[config.mk]
export PLATFORM = sky130hd
export DESIGN_NAME = ring_stop
export DESIGN_NICKNAME = d
export VERILOG_FILES = /design/src/rtl/ring_stop.sv
export SDC_FILE = /design/constraint.sdc
export NUM_CORES = 1
export LEC_CHECK = 0
export ABC_AREA = 1
export CELL_PAD_IN_SITES_DETAIL_PLACEMENT = 2
export CELL_PAD_IN_SITES_GLOBAL_PLACEMENT = 2
export CORE_MARGIN = 2
export CORE_UTILIZATION = 18
export DETAILED_ROUTE_END_ITERATION = 10
export PLACE_DENSITY = 0.87
export SYNTH_ARGS = -nofsm -noshare
export SYNTH_HDL_FRONTEND = slang
export SYNTH_SLANG_ARGS = --single-unit
[constraint.sdc]
create_clock -name clock -period 1.45 [get_ports clock]
set_input_delay 0.2175 -clock clock [delete_from_list [all_inputs] [get_ports clock]]
set_output_delay 0.2175 -clock clock [all_outputs]
set_load 0.05 [all_outputs]
[src/rtl/ring_stop.sv]
// Per-core ring stop: registers the ring slot, arbitrates the token for the local messenger,
// strips returning own messages. Optional token watchdog: define RING_TOKEN_WATCHDOG_EN.
module ring_stop #(
  parameter int unsigned TOKEN_MASTER = 0,
  parameter int unsigned WDOG_CYCLES  = 4096
) (
  input  logic        clock,
  input  logic        reset_n,
  input  logic [3:0]  whichCore,
  input  logic [31:0] RingIn,
  input  logic [3:0]  SlotTypeIn,
  input  logic [3:0]  SourceIn,
  output logic [31:0] RingOut,
  output logic [3:0]  SlotTypeOut,
  output logic [3:0]  SourceOut,
  input  logic [31:0] msgrRingOut,
  input  logic [3:0]  msgrSlotTypeOut,
  input  logic [3:0]  msgrSourceOut,
  input  logic        msgrDriveRing,
  input  logic        msgrWantsToken,
  output logic        msgrAcquireToken,
  output logic        tokenHeld,
  output logic        protocolError
);

  localparam logic [3:0] SlotToken = 4'd1;
  localparam logic [3:0] SlotNull  = 4'd7;
  localparam logic [3:0] SlotMsg   = 4'd8;

  typedef enum logic [1:0] {StIdle, StHold, StInject} state_e;

  localparam state_e ResetState = (TOKEN_MASTER != 0) ? StInject : StIdle;

  state_e      r_state, w_state_d;
  logic [31:0] r_ring, w_ring_d;
  logic [3:0]  r_type, w_type_d;
  logic [3:0]  r_src, w_src_d;
  logic        r_err, w_err_set;
  logic        w_token_in, w_own_msg, w_grant, w_wdog_fire;

  assign w_token_in = (SlotTypeIn == SlotToken);
  assign w_own_msg  = (SlotTypeIn == SlotMsg) && (SourceIn == whichCore);
  // Combinational so the messenger can drive its header in the grant cycle.
  assign w_grant    = (r_state == StIdle) && w_token_in && msgrWantsToken;

`ifdef RING_TOKEN_WATCHDOG_EN
  logic [12:0] r_wdog, w_wdog_d;

  always_comb begin
    w_wdog_d    = '0;
    w_wdog_fire = 1'b0;
    if ((TOKEN_MASTER != 0) && (r_state == StIdle) && !w_token_in) begin
      if (r_wdog == 13'(WDOG_CYCLES - 1)) begin
        w_wdog_fire = 1'b1;
      end else begin
        w_wdog_d = r_wdog + 13'd1;
      end
    end
  end

  always_ff @(posedge clock or negedge reset_n) begin
    if (!reset_n) begin
      r_wdog <= '0;
    end else begin
      r_wdog <= w_wdog_d;
    end
  end
`else
  logic [12:0] w_unused_wdog;
  assign w_unused_wdog = 13'(WDOG_CYCLES);
  assign w_wdog_fire   = 1'b0;
`endif

  always_comb begin
    w_state_d = r_state;
    w_ring_d  = RingIn;
    w_type_d  = SlotTypeIn;
    w_src_d   = SourceIn;
    w_err_set = 1'b0;
    unique case (r_state)
      StInject: begin
        w_ring_d  = '0;
        w_type_d  = SlotToken;
        w_src_d   = whichCore;
        w_state_d = StIdle;
      end
      StIdle: begin
        if (w_grant) begin
          w_ring_d  = msgrRingOut;
          w_type_d  = msgrSlotTypeOut;
          w_src_d   = msgrSourceOut;
          w_state_d = StHold;
        end else begin
          if (w_own_msg) begin
            w_ring_d = '0;
            w_type_d = SlotNull;
            w_src_d  = '0;
          end
          if (msgrDriveRing) begin
            w_err_set = 1'b1;
          end
          if (w_wdog_fire) begin
            w_state_d = StInject;
          end
        end
      end
      StHold: begin
        // Incoming slots are never forwarded while the ring is ours.
        if (w_token_in || ((SlotTypeIn == SlotMsg) && !w_own_msg)) begin
          w_err_set = 1'b1;
        end
        if (msgrDriveRing) begin
          w_ring_d = msgrRingOut;
          w_type_d = msgrSlotTypeOut;
          w_src_d  = msgrSourceOut;
        end else begin
          w_ring_d  = '0;
          w_type_d  = SlotToken;
          w_src_d   = whichCore;
          w_state_d = StIdle;
        end
      end
      default: begin
        w_state_d = StIdle;
      end
    endcase
  end

  always_ff @(posedge clock or negedge reset_n) begin
    if (!reset_n) begin
      r_state <= ResetState;
      r_ring  <= '0;
      r_type  <= SlotNull;
      r_src   <= '0;
      r_err   <= 1'b0;
    end else begin
      r_state <= w_state_d;
      r_ring  <= w_ring_d;
      r_type  <= w_type_d;
      r_src   <= w_src_d;
      r_err   <= r_err | w_err_set;
    end
  end

  assign RingOut          = r_ring;
  assign SlotTypeOut      = r_type;
  assign SourceOut        = r_src;
  assign msgrAcquireToken = w_grant;
  assign tokenHeld        = (r_state == StHold);
  assign protocolError    = r_err;

endmodule
==> results of run 1 <==
[power groups by stage]
stage	registers (mW)	clock network (mW)	logic [mW]
2_1_floorplan	1.65	0	0.157
3_3_place_gp	1.33	0	1.06
3_5_place_dp	1.34	0	1.09
4_1_cts	1.31	0.821	1.10
5_1_grt	1.32	0.879	1.18
6_report	1.31	0.779	1.11
[kinds of logic (layout without fill, tap and decap cells)]
group / after synthesis / count (layout) / share of synthesized area [%]
AOI/OAI and AO/OA: 12 / 12 / 4.44
buffers and inverters: 28 / 186 / 7.77
DFF: 42 / 42 / 55.1
and+or+nand+nor: 151 / 151 / 32.7
[per-layer routing]
metal | vias to the layer above | wire (um) | part of all wire [%]
met1 | 1111 | 3190 | 36
li1 | 1045 | - | -
met4 | 0 | 177 | 2.0
met5 | - | 0 | 0
met3 | 12 | 505 | 5.6
met2 | 80 | 5090 | 57
[tightest hold or removal path, delay by kind of cell]
kind / cells / cell delay [ps]
and+or+nand+nor: 2 / 160
buffers and inverters: 1 / 130
[cell type report]
class / count / area (um^2) / area share [%]
clock buffers: 5 / 68.8 / 1.76
clock inverters: 3 / 21.3 / 0.544
inverters: 17 / 63.8 / 1.63
well taps: 136 / 170 / 4.35
repair buffers: 161 / 1740 / 44.4
multi-input cells: 163 / 796 / 20.3
flip-flops and latches: 42 / 1060 / 27.0
[worst paths after layout]
| path | from | slack [ps] | endpoint |
|---|---|---|---|
| setup / recovery | msgrWantsToken | 40 | msgrAcquireToken |
| hold / removal | SourceIn[1] | 240 | SourceOut[1] |
| setup reg to reg | r_state[0] | 150 | RingOut[26] |
| hold reg to reg | protocolError | 660 | protocolError |
| max in group asynchronous | reset_n | 720 | SlotTypeOut[1] |
| min in group asynchronous | reset_n | 450 | RingOut[28] |
[what timing repair did]
item / 4_1_cts / 5_1_grt
hold buffers: 1 / 0
buffers inserted: 4 / 1
gates resized for setup: 13 / 25
cloned: 0 / 4
endpoints found under the setup margin: 41 / 33
hold endpoints to repair: 39 / 0
pin swaps: 3 / 3
[sequential cells by signal, indices dropped and copies added (netlist names)]
name           count
SlotTypeOut        4
protocolError      1
SourceOut          4
RingOut           32
r_state            1
[layout by cell type (no fill, tap or decap), drive strengths merged]
cell type      synthesis  final
dlygate4sd3            0      1
nor2                   9      9
a21oi                  4      4
dfrtp                 39     39
nand2                100    100
buf                   10     71
inv                   16     16
dlygate4sd2            0      4
dfstp                  3      3
a31oi                  1      1
o21ai                  2      2
clkdlybuf4s50          0     74
nand3                 41     41
clkinv                 1      3
clkbuf                 1      8
a211oi                 4      4
nor3                   1      1
o21bai                 1      1
dlymetal6s2s           0      8
clkinvlp               0      1
[stage by stage]
stage / setup TNS [ps] / power (mW) / cells / cell area (um^2) / worst slack (ps)
4_1_cts: 0 / 3.24 / 522 / 3730 / 6.82
3_3_place_gp: -9430 / 2.39 / 509 / 3570 / -251
2_1_floorplan: 0 / 1.81 / 233 / 1920 / 76.1
5_1_grt: -1.70 / 3.38 / 527 / 3910 / -1.70
6_report: 0 / 3.20 / 527 / 3910 / 43.8
3_5_place_dp: -15340 / 2.42 / 509 / 3570 / -414
==> flow_metrics.tcl, run 1 <==
set metrics [dict create \
    utilization_pct 37.9 \
    area_delta_synth_final_pct 104 \
    cts_tree "done" \
    viasPerCell 4.27 \
    status "finished clean" \
    hold-worst-slack_ps 241 \
    clock_latency_ps 290 \
    finalWirelength_um 8970 \
    grt_busiest_layer "met2" \
    gp_congestion 0.740 \
    rows 37 \
    layout_min_cycle_time_ps 1410 \
    hold_path_depth 3 \
    nNetsFinal 478 \
    n_fill_cell 1141 \
    path_class "in2out" \
    async_reset_ff_share_pct 100 \
    synth_seq_cells 42 \
    slowest_stage "clkdlybuf4s50_1" \
    grtUsageTotal_pct 14.7 \
    num_vias 2248 \
    cts.sinks 42 \
    synth_nets 321 \
    synth_ff_type "dfrtp_1" \
    ys_top_cells_by_area "dfrtp_1 (51%), nand2_1 (20%), nand3_1 (10%)" \
    drt_iter0_markers 50 \
    p_sw_share_pct 34.4 \
    maxCapViolCount 0 \
    dieHeight_um 107 \
    grt_pass1_wl_um 12900 \
    synthCells 233 \
    wl_per_cell_um 17.0 \
    timing_hold_violations_final 0 \
    root_buffer "clkbuf_8" \
    worstRegToRegCells 6 \
    path_max_fanout 3 \
    synth.cell_area_um2 1920 \
    seq_power_share_pct 41.0 \
    setup-violations-final 0 \
    relSlewSlack_pct 80.4 \
    synth_area_leader_cell "dfrtp_1" \
    cts_buffer_depth 2 \
    clkPwrFrac_pct 24.3 \
    avgSynthCellArea_um2 8.22 \
    synth.distinct_cells 20 \
    synth_top_area_share_pct 50.9 \
    core_area_um2 10300 \
    initial_utilization_pct 18.6 \
    critPathCaptureType "output pin" \
    synth_most_common_cell "nand2_1" \
    grt_max_degree 43 \
    grt_use_met2_pct 29.2 \
    power-per-cell-area_nw_per_um2 819 \
    cp_cell_sequence "clkdlybuf4s50_1 > nand3_4 > nor2_4 > buf_12" \
    crit_path_start_kind "primary input" \
    use_met3_pct 2.92 \
    cp.buffers_inverters 2 \
    antenna_found_initial 0 \
    cp_data_arrival_time_ps 1190 \
    antenna-diode-count 0 \
    required_ps 1230 \
    port_buffers 130 \
    ys_seq_area_share_pct 55.1 \
    cts-buffers-inserted 5 \
    ys.warnings.count 0 \
    p_comb_share_pct 34.7 \
    drive_gt1_share_pct 26.6 \
    p_leak_nw 1.94 \
    switchingPower_mw 1.10 \
    grt.met1_usage_pct 15.0 \
    path_clk_slew_ps 90 \
    tightest_slew_ps 292 \
    synth_edf_count 0 \
    path_delay_family "buffers and inverters" \
    fmax_ghz 0.711 \
    hold_class "in2reg" \
    overflow 0 \
    dieArea_um2 11500 \
    synth_common_cells "nand2_1 (100), nand3_1 (40), dfrtp_1 (39)" \
    dp_hpwl_um 6560 \
    maxSlewViolCount 0 \
    cp_num_cells 4 \
    intPower_mw 2.10 \
    critical_path.max_stage_delay_ps 550 \
    htreeDepth 2 \
    finalClockSkew_ps 8.83 \
    ir_worst_vdd_v 0.000375 \
    fin_crit_sh_pct 97.0 \
    drtPass1Iterations 4 \
    drc 0 \
    ant_nets 0 \
    grt_pass1_vias 2523 \
    die_x_um 107 \
    io_pins 131 \
]
Power figures use the tool's default switching activity.
==> run 2: changes to the inputs <==
--- a/config.mk
+++ b/config.mk
@@ -12,6 +12,7 @@
 export CORE_UTILIZATION = 18
 export DETAILED_ROUTE_END_ITERATION = 10
 export PLACE_DENSITY = 0.87
+export SLEW_MARGIN = 0
 export SYNTH_ARGS = -nofsm -noshare
 export SYNTH_HDL_FRONTEND = slang
 export SYNTH_SLANG_ARGS = --single-unit
==> results of run 2 <==
Final layout, timing and power as in run 1 (identical DEF).
